==> config.mk <==
export PLATFORM = sky130hd
export DESIGN_NAME = wb_queue
export DESIGN_NICKNAME = d
export VERILOG_FILES = /design/src/rtl/wb_queue.sv
export SDC_FILE = /design/constraint.sdc
export NUM_CORES = 1
export LEC_CHECK = 0
export ABC_AREA = 1
export CORE_ASPECT_RATIO = 0.6
export CORE_UTILIZATION = 60
export DETAILED_ROUTE_END_ITERATION = 8
export PLACE_DENSITY = 0.82
export REMOVE_ABC_BUFFERS = 1
export SYNTH_ARGS = -nofsm -noshare
export SYNTH_HDL_FRONTEND = slang
export SYNTH_SLANG_ARGS = --single-unit
==> constraint.sdc <==
create_clock -name clk -period 5 [get_ports clk]
set_input_delay 0.75 -clock clk [delete_from_list [all_inputs] [get_ports clk]]
set_output_delay 0.75 -clock clk [all_outputs]
set_load 0.02 [all_outputs]
==> src/rtl/wb_queue.sv <==
// wb_queue: writeback queue between MEM/WB and the register file write port.
//   Results enter through a valid/ready handshake, are buffered in a DEPTH-entry
//   FIFO and drain in order, at most one register write per cycle. A
//   combinational lookup port lets decode forward from results still queued.
//
// Ports:
//   clk, rst_n                       clock (rising edge), async active-low reset
//   in_valid/in_ready/in_addr/in_data  result input handshake
//   hold                             freezes draining while high
//   write_enable/addr/data           register file write port (from head entry)
//   q_addr -> q_hit/q_data           forwarding lookup, youngest match wins
//   count                            occupancy (0..DEPTH)
//
// Build option: define WB_X0_FILTER_EN to accept but discard results that
// target register x0 (handshake completes, nothing is stored).
module wb_queue #(
  parameter int DEPTH  = 4,
  parameter int ADDR_W = 5,
  parameter int DATA_W = 32
) (
  input  logic                       clk,
  input  logic                       rst_n,
  input  logic                       in_valid,
  output logic                       in_ready,
  input  logic [ADDR_W-1:0]          in_addr,
  input  logic [DATA_W-1:0]          in_data,
  input  logic                       hold,
  output logic                       write_enable,
  output logic [ADDR_W-1:0]          write_addr,
  output logic [DATA_W-1:0]          write_data,
  input  logic [ADDR_W-1:0]          q_addr,
  output logic                       q_hit,
  output logic [DATA_W-1:0]          q_data,
  output logic [$clog2(DEPTH):0]     count
);
  localparam int PW = $clog2(DEPTH);
  localparam int CW = PW + 1;

  typedef struct packed {
    logic [ADDR_W-1:0] addr;
    logic [DATA_W-1:0] data;
  } entry_t;

  entry_t           mem [DEPTH];
  logic [DEPTH-1:0] vld;
  logic [PW-1:0]    head, tail, idx;
  logic [CW-1:0]    cnt;
  logic             push, store, pop;

  assign count        = cnt;
  // Full refuses input even if the head pops this cycle.
  assign in_ready     = (cnt != CW'(DEPTH));
  assign push         = in_valid && in_ready;
`ifdef WB_X0_FILTER_EN
  assign store        = push && (in_addr != '0);
`else
  assign store        = push;
`endif
  assign write_enable = (cnt != '0) && !hold;
  assign pop          = write_enable;
  assign write_addr   = (cnt != '0) ? mem[head].addr : '0;
  assign write_data   = (cnt != '0) ? mem[head].data : '0;

  // Entry payload needs no reset; occupancy is tracked by vld/cnt.
  always_ff @(posedge clk) begin
    if (store) mem[tail] <= '{addr: in_addr, data: in_data};
  end

  // store and pop never touch the same slot: that needs head==tail, which is
  // either empty (no pop) or full (no store).
  always_ff @(posedge clk or negedge rst_n) begin
    if (!rst_n) begin
      head <= '0;
      tail <= '0;
      cnt  <= '0;
      vld  <= '0;
    end else begin
      if (store) begin
        vld[tail] <= 1'b1;
        tail      <= tail + PW'(1);
      end
      if (pop) begin
        vld[head] <= 1'b0;
        head      <= head + PW'(1);
      end
      case ({store, pop})
        2'b10:   cnt <= cnt + CW'(1);
        2'b01:   cnt <= cnt - CW'(1);
        default: cnt <= cnt;
      endcase
    end
  end

  // Walk oldest to youngest so the last match (youngest) wins. Occupied slots
  // are contiguous from head, so the valid bit alone bounds the search.
  always_comb begin
    q_hit  = 1'b0;
    q_data = '0;
    idx    = head;
    for (int i = 0; i < DEPTH; i++) begin
      idx = head + PW'(i);
      if (vld[idx] && (q_addr != '0) && (mem[idx].addr == q_addr)) begin
        q_hit  = 1'b1;
        q_data = mem[idx].data;
      end
    end
  end
endmodule
### Word level (Yosys, flattened, before mapping)

Memory sizes are Yosys's and may differ from the RTL's.
Cells that the tools add are included.

| cells by class | value |
|---|---|
| add/sub/neg operators | 6 |
| $lt $le $gt $ge | 7 |
| equal/unequal tests | 7 |
| muxes and demuxes | 27 |
| bitwise operators | 3 |
| reductions and logical operators | 16 |

Operators with widths:

| operator | count |
|---|---|
| 2-to-1 mux 32 bit | 5 |
| == test 5 bit | 4 |
| < comparator 2 x 3 -> 1 bit, second input constant | 5 |
| logical AND 1 bit | 12 |
| 2-to-1 mux 1 bit | 12 |
| binary-select mux 1 bit (select 2 bit) | 4 |
| 2-to-1 mux 4 bit | 2 |
| one-hot mux 3 bit (2 select lines) | 1 |
| 2-to-1 mux 5 bit | 1 |
| nonzero test 5 bit | 1 |
| adder 2 x 1 -> 2 bit, second input constant | 2 |
| adder 2 bit, second input constant | 2 |
| bitwise AND 4 bit | 1 |
| demux 1 bit (select 2 bit) | 2 |
| greater-or-equal comparator 2 x 1 -> 1 bit, second input constant | 2 |
| NOT 4 bit | 1 |
| bitwise OR 4 bit | 1 |
| adder 3 x 1 -> 3 bit, second input constant | 1 |
| != test 3 bit, second input constant | 1 |
| nonzero test 3 bit | 1 |
| subtractor 3 x 1 -> 3 bit, second input constant | 1 |
| == test 2 x 1 -> 1 bit, second input constant | 1 |
| == test 2 bit, second input constant | 1 |
| nonzero test 2 bit | 1 |
| zero test 1 bit | 1 |

| word-level totals | value |
|---|---|
| register bits after elaboration | 11 |
| memory bits (writable) | 148 |
| bits of input ports | 46 |
| output and inout port bits | 75 |
| logic and storage cells | 71 |
| memories kept | 1 |

Memories:

| memory | words | width | read ports | clocked after memory_dff | wr ports | RTL line | RTL |
|---|---|---|---|---|---|---|---|
| mem | 4 | 37 | 4 | 0 | 1 | 44 | `entry_t mem [DEPTH];` |

### Depth between registers and ports, before layout

Gate-level depths: netlist (run 1).

| depth | value |
|---|---|
| depth after elaboration | 8 |
| gate-level depth with buffers | 19 |
| depth with buffers taken out | 14 |

### Worst setup path before layout (run 1)

Ideal clock, no wire load.

| timing path | value |
|---|---|
| path type | reg-to-output |
| start | register head[1] |
| end | output port q_data[0] |
| arrival | 2.759 ns |
| required time | 4.250 ns |
| path slack | 1.491 ns |
| cell stages (with the launch flop) | 17 |
| path buffers | 6 |
| path through | dfrtp_1 -> inv_2 -> clkbuf_1 -> clkbuf_1 -> ha_1 -> buf_4 -> inv_2 -> buf_4 -> nand3_1 -> nand2_1 -> xor2_1 -> o21ai_1 -> nor2_1 -> buf_4 -> buf_2 -> o21ai_0 -> nand2_1 |

| on the way | value |
|---|---|
| cells in the longest elaborated chain, start to end | 8 |
| elaborated cells on any way between the ends | 28 |
| those cells by class | add/sub (3); eq/ne (4); mux (12); reduce/logical (8); memory (1) |

RTL lines:

| element | RTL line | RTL |
|---|---|---|
| from (decl) | 46 | `logic [PW-1:0] head, tail, idx;` |
| from (signal assigned) | 84 | `head <= head + PW'(1);` |
| branches (longest 7 deep; another with memory read (4 x 37 bit)) | - |  |
| 2-to-1 mux 32 bit * | 102 | `if (vld[idx] && (q_addr != '0) && (mem[idx].addr == q_addr)) begin` |
| to (decl) | 33 | `output logic [DATA_W-1:0] q_data,` |

Every way passes the cells marked *. The select of a mux whose other input is x is not followed.

### Worst setup path in the final report (run 1)

| timing path | value |
|---|---|
| start | register head[1] |
| end | output port q_data[7] |

The elaborated chain is that of the path after synthesis.

==> results.sh, run 1 <==
export IMPL_post_place_ws_ns=0.612
export IMPL_synth_edf_count=148
export IMPL_vias=9590
export IMPL_path_max_fanout=51
export IMPL_synthCells=1405
export IMPL_finalSetupViolCount=0
export IMPL_maxCapViolCount=0
export IMPL_hold_path_class="reg -> reg"
export IMPL_core_sq_um=16500
export IMPL_antenna_found_initial=0
export IMPL_root_buffer="clkbuf_16"
export IMPL_peakVddDrop_v=0.000515
export IMPL_met3_usage_pct=5.63
export IMPL_gr_usage_met1_pct=46.4
export IMPL_endpoint_kind="output pin"
export IMPL_drc=0
export IMPL_layout_commonest_cell="nand2_1"
export IMPL_synthDistinctLibCells=26
export IMPL_cts_resized=0
export IMPL_rsz0062_at_grt="no"
export IMPL_h_tree_depth=4
export IMPL_ant_nets=0
export IMPL_yosys_warnings=0
export IMPL_min_from="count[2]"
export IMPL_post_route_util_pct=73.9
export IMPL_grt_usage_pct=32.7
export IMPL_fin_worst_skew_ns=0.00741
export IMPL_port_buffer_count=120
export IMPL_worstSetupPathType="reg -> out"
export IMPL_crit_path_cell_trace="inv_4 > ha_4 > inv_2 > nand3_1 > nand2_1 > nor2_1 > o21ai_1 > nor2_1 > nand2_1 > nor2_4 > buf_12 > o21ai_0 > nand2_1 > clkdlybuf4s50_1"
export IMPL_dp_cells=1679
export IMPL_grt_use_met2_pct=51.5
export IMPL_cts_setup_buffers=0
export IMPL_ys_flop_type="edfxtp_1"
export IMPL_whs_ns=0.565
export IMPL_grt_pass1_vias=8626
export IMPL_worst_slack_ns=0.280
export IMPL_synthArstFlopShare_pct=6.92
export IMPL_relSlewSlack_pct=27.0
export IMPL_max_stage_delay_ns=0.62
export IMPL_place_congestion=0.917
export IMPL_vias_per_cell=5.60
export IMPL_dieArea_sq_um=17700
export IMPL_cts_sinks=159
export IMPL_cts_inserted_buffers=17
export IMPL_die_x_um=171
export IMPL_wl_per_cell_um=16.2
export IMPL_initial_core_util_pct=62.5
export IMPL_final_nets=1526
export IMPL_period_share_pct=94.4
export IMPL_avgSynthCellArea_sq_um=7.33
export IMPL_max_slew_worst_pin_slew_ns=1.09
export IMPL_syn2layout_area_growth_pct=18.3
export IMPL_rows=36
export IMPL_drv_slew=0
export IMPL_drtIter0Drc=1057
export IMPL_power_density_nw_per_um2=727
export IMPL_cpMaxStageDelayCell="clkdlybuf4s50_1"
export IMPL_crit_start="head[1]"
export IMPL_grt_pass1_wl_um=44000
export IMPL_worstPathArrival_ns=3.97
export IMPL_clockBufferDepth=2
export IMPL_p_leak_nw=5.31
export IMPL_critPathRequiredTime_ns=4.25
export IMPL_layout_common_cells="403 x nand2_1, 247 x nor2_1, 208 x o21ai_0, 148 x edfxtp_1, 120 x clkdlybuf4s50_1"
export IMPL_finalHoldViolCount=0
export IMPL_ioPinCount=121
export IMPL_grt_max_degree=214
export IMPL_dp_hpwl_um=16600
export IMPL_firstDrtPassIters=6
export IMPL_fin_cells=1711
export IMPL_die_y_um=103
export IMPL_diodes=0
export IMPL_crit_buf_inv=4
export IMPL_yosysSeqAreaShare_pct=45.8
export IMPL_drive_gt1_share_pct=4.18
export IMPL_busiest_layer="met2"
export IMPL_rr_startpoint="count[0]"
export IMPL_ys_ff_latch=159
export IMPL_start_kind="flop"
export IMPL_finalWirelength_um=27700
export IMPL_hold_buffers=0
export IMPL_clock_latency_ns=0.43
export IMPL_path_common_cell="nand2_1"
export IMPL_layout_min_cycle_time_ns=4.72
export IMPL_overflow=0
export IMPL_cts_clk_slew_worst_paths_ns=0.07
export IMPL_cts_tree="built"
export IMPL_syn_area_sq_um=10300
export IMPL_outcome="completed"
export IMPL_crit_family="buffers and inverters"
export IMPL_fmax_mhz=212
==> final timing paths <==
kind                       slack, ns  cells past startpoint    endpoint
min reg2reg                     0.57                      1    count[2]
max reg2reg                     2.39                      5  mem[0][36]
max in group asynchronous       3.92                      1     head[0]
min                             0.57                      1    count[2]
min in group asynchronous       0.67                      1    count[0]
max                             0.28                     14   q_data[7]
==> metal layers <==
metal	routed length (um)	share of wire (%)
met1	12100	44
met2	12300	44
met3	2870	10
met4	406	1.5
met5	0	0
==> final cells by class <==
type,count,area [sq um]
Sequential cell,159,4720
Inverter,115,434
Multi-Input combinational cell,1042,4810
Tap cell,228,285
Timing Repair Buffer,135,1350
Clock inverter,14,145
Fill cell,1270,4310
Clock buffer,18,429
==> cells by family (layout without fill, tap and decap cells) <==
kind of cell             after synthesis  in the layout  synth area share (%)
AO/OA/AOI/OAI                        242            242                  11.8
AND/OR/NAND/NOR                      753            753                  29.5
adder cells (fa/ha/maj)               10             10                  1.29
XOR/XNOR                               8              8                 0.680
flip-flops                           159            159                  45.8
buffers and inverters                204            282                  8.09
multiplexers                          29             29                  2.82
==> flip-flops by register name (all words and copies together) (netlist names) <==
name	count
tail	2
head	2
count	3
vld	4
mem	148
==> report_power, final <==
group,internal [W],switching [W],leakage (nW),total (W)
Sequential,0.00177,0.000135,1.48,0.00191
Combinational,0.00202,0.00364,3.55,0.00565
Clock,0.000705,0.000589,0.285,0.00129
==> Yosys cell counts (11+ instances only) <==
cell type    n  area (sq um)
clkbuf_1    41           154
nand2_1    403          1510
nand3b_1    32           240
dfrtp_1     11           275
inv_1      103           387
o21ai_0    208          1040
buf_2       36           180
nand3_1     62           310
edfxtp_1   148          4440
o21ai_1     24           120
mux2i_1     29           290
nor2_1     252           946
==> metrics by stage <==
step                TNS (ns)  total power (W)  area [sq um]
floorplan            -208.93          0.00557          9900
global placement           0          0.00735         11600
detailed placement         0          0.00746         11600
CTS                        0          0.00877         12200
global route               0          0.00950         12200
finish                     0          0.00885         12200
Note: power is estimated with default switching activity, not from simulation.
==> run 2: changes to the inputs <==
--- a/config.mk
+++ b/config.mk
@@ -6,10 +6,11 @@
 export NUM_CORES = 1
 export LEC_CHECK = 0
 export ABC_AREA = 1
+export ABC_CLOCK_PERIOD_IN_PS = 5000
 export CORE_ASPECT_RATIO = 0.6
 export CORE_UTILIZATION = 60
 export DETAILED_ROUTE_END_ITERATION = 8
-export PLACE_DENSITY = 0.82
+export PLACE_DENSITY_LB_ADDON = 0.3
 export REMOVE_ABC_BUFFERS = 1
 export SYNTH_ARGS = -nofsm -noshare
 export SYNTH_HDL_FRONTEND = slang
==> results.sh, run 2 (same netlist as run 1, synthesis figures left out) <==
export IMPL_regMostFlops="mem"
export IMPL_p_leak_nw=5.31
export IMPL_endpoint_kind="output pin"
export IMPL_worstSetupPathType="reg -> out"
export IMPL_fin_worst_skew_ns=0.0181
export IMPL_ioPinCount=121
export IMPL_fmax_mhz=216
export IMPL_ant_nets=0
export IMPL_cts_tree="built"
export IMPL_root_buffer="clkbuf_16"
export IMPL_clockBufferDepth=2
export IMPL_grt_pass1_wl_um=43200
export IMPL_relSlewSlack_pct=30.6
export IMPL_drtIter0Drc=1004
export IMPL_worstPathArrival_ns=3.88
export IMPL_dieArea_sq_um=17700
export IMPL_finalSetupViolCount=0
export IMPL_power_density_nw_per_um2=723
export IMPL_path_common_cell="nand2_1"
export IMPL_wl_per_cell_um=15.9
export IMPL_grt_usage_pct=32.1
export IMPL_dp_hpwl_um=16800
export IMPL_initial_core_util_pct=62.5
export IMPL_vias=9750
export IMPL_rsz0062_at_grt="no"
export IMPL_syn2layout_area_growth_pct=18.4
export IMPL_post_place_ws_ns=0.716
export IMPL_cts_sinks=159
export IMPL_grt_pass1_vias=8629
export IMPL_crit_family="buffers and inverters"
export IMPL_drive_gt1_share_pct=4.44
export IMPL_maxCapViolCount=0
export IMPL_grt_max_degree=214
export IMPL_layout_min_cycle_time_ns=4.63
export IMPL_firstDrtPassIters=8
export IMPL_overflow=0
export IMPL_peakVddDrop_v=0.000502
export IMPL_final_nets=1529
export IMPL_crit_buf_inv=4
export IMPL_cpMaxStageDelayCell="clkdlybuf4s50_1"
export IMPL_finalWirelength_um=27400
export IMPL_place_congestion=0.884
export IMPL_h_tree_depth=4
export IMPL_outcome="completed"
export IMPL_die_x_um=171
export IMPL_hold_buffers=0
export IMPL_fillers=1234
export IMPL_port_buffer_count=120
export IMPL_critPathRequiredTime_ns=4.25
export IMPL_largest_reg_flops=148
export IMPL_antenna_found_initial=1
export IMPL_rows=36
export IMPL_period_share_pct=92.7
export IMPL_clock_latency_ns=0.43
export IMPL_start_kind="flop"
export IMPL_layout_common_cells="403 x nand2_1, 247 x nor2_1, 208 x o21ai_0, 148 x edfxtp_1, 120 x clkdlybuf4s50_1"
export IMPL_hold_path_class="reg -> reg"
export IMPL_post_route_util_pct=73.9
export IMPL_drc=0
export IMPL_vias_per_cell=5.69
export IMPL_crit_path_cell_trace="inv_4 > ha_4 > inv_2 > nand3_1 > nand2_1 > nor2_1 > o21ai_1 > nor2_1 > nand2_1 > nor2_4 > buf_12 > o21ai_0 > nand2_1 > clkdlybuf4s50_1"
export IMPL_cts_inserted_buffers=17
export IMPL_core_sq_um=16500
export IMPL_finalHoldViolCount=0
export IMPL_setup_tns_ns=0
export IMPL_max_slew_worst_pin_slew_ns=1.04
export IMPL_worst_slack_ns=0.366
export IMPL_cts_clk_slew_worst_paths_ns=0.06
export IMPL_layout_commonest_cell="nand2_1"
export IMPL_max_stage_delay_ns=0.60
export IMPL_drv_slew=0
export IMPL_die_y_um=103
export IMPL_whs_ns=0.578
export IMPL_path_max_fanout=28
## run 2: cell types whose count changed in the layout (fill, tap and decap cells not counted), sizes merged
| cell | delta |
|---|---|
| clkinvlp | +2 |
| buf | +3 |
| clkinv | -2 |
| diode | +1 |
| bufinv | -1 |
| inv | +1 |
## run 2: layout make-up
cell class	instances	area (sq um)	area share, %
clock inverter	14	121	0.996
clock buffer	18	439	3.60
multi-input combinational	1042	4810	39.5
antenna	1	2.50	0.0205
inverter	115	434	3.56
timing repair buffer	138	1370	11.3
sequential	159	4720	38.8
tap	228	285	2.34
## run 2: path summary, 6_finish.rpt
path,endpoint,slack [ns],from,depth (start not counted)
max in group asynchronous,head[0],3.89,rst_n,1
min in group asynchronous,count[2],0.68,rst_n,1
min,vld[0],0.58,vld[0],2
min reg2reg,vld[0],0.58,vld[0],2
max reg2reg,mem[0][30],2.42,count[0],5
max,q_data[20],0.37,head[1],14
## run 2: metal layers
layer,routed length (um),track usage (%),vias to the layer above,share of wire [%]
met1,11600,44.6,4369,42
met3,3160,5.67,71,12
met2,11900,50.0,598,43
met4,687,14.0,0,2.5
li1,-,-,4712,-
met5,0,0,-,0
## run 2: worst register-to-register path: cells and delay by family, from the launching register on
kind / cells / cell delay [ns]
AND/OR/NAND/NOR: 3 / 1.30
flip-flops: 1 / 0.44
buffers and inverters: 2 / 0.52
## run 2: timing repair
item | in CTS | in global routing
setup endpoints to repair | 0 | 12
gates resized for setup | 0 | 1
setup buffers | 0 | 0
## run 2: where the power goes
part           leakage [nW]  total [W]  internal (W)  switching, W
Combinational          3.56    0.00566       0.00202       0.00364
Sequential             1.48    0.00190       0.00177      0.000132
Clock                 0.273    0.00125      0.000668      0.000583
## run 2: stage by stage
| stage | cell area, sq um | power [W] | std cells |
|---|---|---|---|
| after global placement | 11600 | 0.00732 | 1682 |
| final | 12200 | 0.00882 | 1715 |
| after CTS | 12200 | 0.00875 | 1714 |
| after detailed placement | 11600 | 0.00746 | 1682 |
| after global routing | 12200 | 0.00945 | 1714 |
| after floorplan | 9900 | 0.00557 | 1316 |
==> run 3: changes to the inputs <==
--- a/config.mk
+++ b/config.mk
@@ -11,7 +11,6 @@
 export CORE_UTILIZATION = 60
 export DETAILED_ROUTE_END_ITERATION = 8
 export PLACE_DENSITY_LB_ADDON = 0.3
-export REMOVE_ABC_BUFFERS = 1
 export SYNTH_ARGS = -nofsm -noshare
 export SYNTH_HDL_FRONTEND = slang
 export SYNTH_SLANG_ARGS = --single-unit
==> results.sh, run 3 (same netlist as run 1, synthesis figures left out) <==
export IMPL_worst_slack_ns=0.159
export IMPL_grt_pass1_wl_um=42700
export IMPL_synthesis_nets=1461
export IMPL_endpoint_kind="output pin"
export IMPL_cpMaxStageDelayCell="clkdlybuf4s50_1"
export IMPL_peakVddDrop_v=0.000496
export IMPL_p_leak_nw=5.33
export IMPL_grt_usage_pct=31.5
export IMPL_start_kind="flop"
export IMPL_finalWirelength_um=27000
export IMPL_hold_buffers=0
export IMPL_antenna_found_initial=0
export IMPL_cp_endpoint="q_data[20]"
export IMPL_power_density_nw_per_um2=727
export IMPL_layout_min_cycle_time_ns=4.84
export IMPL_postLayoutCellArea_sq_um=12200
export IMPL_clock_latency_ns=0.43
export IMPL_grt_max_degree=116
export IMPL_die_y_um=103
export IMPL_worstSetupPathType="reg -> out"
export IMPL_period_share_pct=96.8
export IMPL_place_congestion=0.939
export IMPL_wl_per_cell_um=15.8
export IMPL_fillers=1241
export IMPL_maxCapViolCount=0
export IMPL_crit_start="head[1]"
export IMPL_path_common_cell="nand2_1"
export IMPL_cts_setup_buffers=0
export IMPL_drtIter0Drc=1020
export IMPL_port_buffer_count=120
export IMPL_h_tree_depth=4
export IMPL_place_area_sq_um=11600
export IMPL_crit_family="buffers and inverters"
export IMPL_fmax_mhz=207
export IMPL_post_route_util_pct=74.1
export IMPL_hold_path_class="reg -> reg"
export IMPL_crit_buf_inv=4
export IMPL_grt_pass1_vias=8705
export IMPL_dp_hpwl_um=17000
export IMPL_max_stage_delay_ns=0.64
export IMPL_path_max_fanout=65
export IMPL_crit_path_cell_trace="inv_4 > ha_4 > clkinv_2 > nand3_1 > nand2_1 > nand2_1 > nand2_1 > nor2_1 > nand3_2 > buf_12 > nor2_1 > nor2_1 > nand2_1 > nand2_1 > nand2_1 > clkdlybuf4s50_1"
export IMPL_vias=9577
export IMPL_cts_clk_slew_worst_paths_ns=0.07
export IMPL_post_place_ws_ns=0.693
export IMPL_drc=0
export IMPL_setup_tns_ns=0
export IMPL_ff_latch_area_sq_um=4720
export IMPL_vias_per_cell=5.59
export IMPL_drive_gt1_share_pct=4.25
export IMPL_finalSetupViolCount=0
export IMPL_cts_inserted_buffers=17
export IMPL_layout_commonest_cell="nand2_1"
export IMPL_cts_tree="built"
export IMPL_clockBufferDepth=2
export IMPL_rr_startpoint="count[0]"
export IMPL_cts_sinks=159
export IMPL_largest_reg_flops=148
export IMPL_finalHoldViolCount=0
export IMPL_multi_input_area_sq_um=4810
export IMPL_root_buffer="clkbuf_16"
export IMPL_r2r_cells=5
export IMPL_final_nets=1527
export IMPL_regMostFlops="mem"
export IMPL_rrSetupSlack_ns=2.42
export IMPL_overflow=0
export IMPL_drv_slew=0
export IMPL_dieArea_sq_um=17700
export IMPL_relSlewSlack_pct=27.2
export IMPL_rows=36
export IMPL_max_slew_worst_pin_slew_ns=1.09
export IMPL_fin_worst_skew_ns=0.0141
export IMPL_outcome="completed"
export IMPL_die_x_um=171
export IMPL_worstPathArrival_ns=4.09
export IMPL_core_sq_um=16500
export IMPL_rsz0062_at_grt="no"
export IMPL_syn2layout_area_growth_pct=18.7
export IMPL_critPathRequiredTime_ns=4.25
export IMPL_initial_core_util_pct=62.5
export IMPL_crit_cells=16
export IMPL_firstDrtPassIters=5
export IMPL_ant_nets=0
export IMPL_rr_endpoint="mem[2][11]"
export IMPL_ioPinCount=121
export IMPL_layout_common_cells="403 x nand2_1, 247 x nor2_1, 208 x o21ai_0, 148 x edfxtp_1, 120 x clkdlybuf4s50_1"
==> run 3: changes by cell type in the layout (fill, tap and decap cells not counted), sizes merged <==
cell      change
inv           -3
buf           -2
bufinv        +2
clkinv        +2
clkinvlp      -1
==> run 3: layout make-up <==
type | instances | area share (%)
timing repair buffer | 136 | 11.1
inverter | 115 | 3.56
sequential | 159 | 38.7
clock buffer | 18 | 3.51
clock inverter | 14 | 1.39
multi-input combinational | 1042 | 39.4
antenna | 1 | 0.0205
tap | 228 | 2.33
==> run 3: per-stage QoR <==
stage	power, W	cells	hold WS (ns)
final	0.00888	1713	0.547
after global routing	0.00953	1712	0.578
after CTS	0.00880	1712	0.556
after detailed placement	0.00745	1680	0.546
after global placement	0.00730	1680	0.532
after floorplan	0.00568	1405	0.454
==> run 3: worst min path at each step <==
| stage | startpoint | end | depth (start not counted) |
|---|---|---|---|
| final | count[0] | count[0] | 1 |
| after global routing | count[0] | count[0] | 1 |
| after CTS | count[0] | count[0] | 1 |
| after detailed placement | count[0] | count[0] | 1 |
| after global placement | count[0] | count[0] | 1 |
| after floorplan | rst_n | count[0] | 0 |
==> run 3: repair_timing <==
| action | 4_1_cts | 5_1_grt |
|---|---|---|
| hold endpoints to repair | 0 | 0 |
| setup endpoints to repair | 0 | 31 |
| gates resized for setup | 0 | 6 |
==> run 3: where the power goes <==
part / leakage [nW] / internal, W / switching, W
Clock: 0.294 / 0.000756 / 0.000576
Sequential: 1.48 / 0.00177 / 0.000136
Combinational: 3.55 / 0.00202 / 0.00362
Total: 5.33 / 0.00454 / 0.00433
==> run 3: per-layer routing <==
metal / track usage, % / wire length [um] / vias up
met5: 0 / 0 / -
met4: 12.5 / 482 / 0
met3: 5.86 / 2780 / 48
met2: 49.6 / 12000 / 540
met1: 43.8 / 11800 / 4276
li1: - / - / 4713
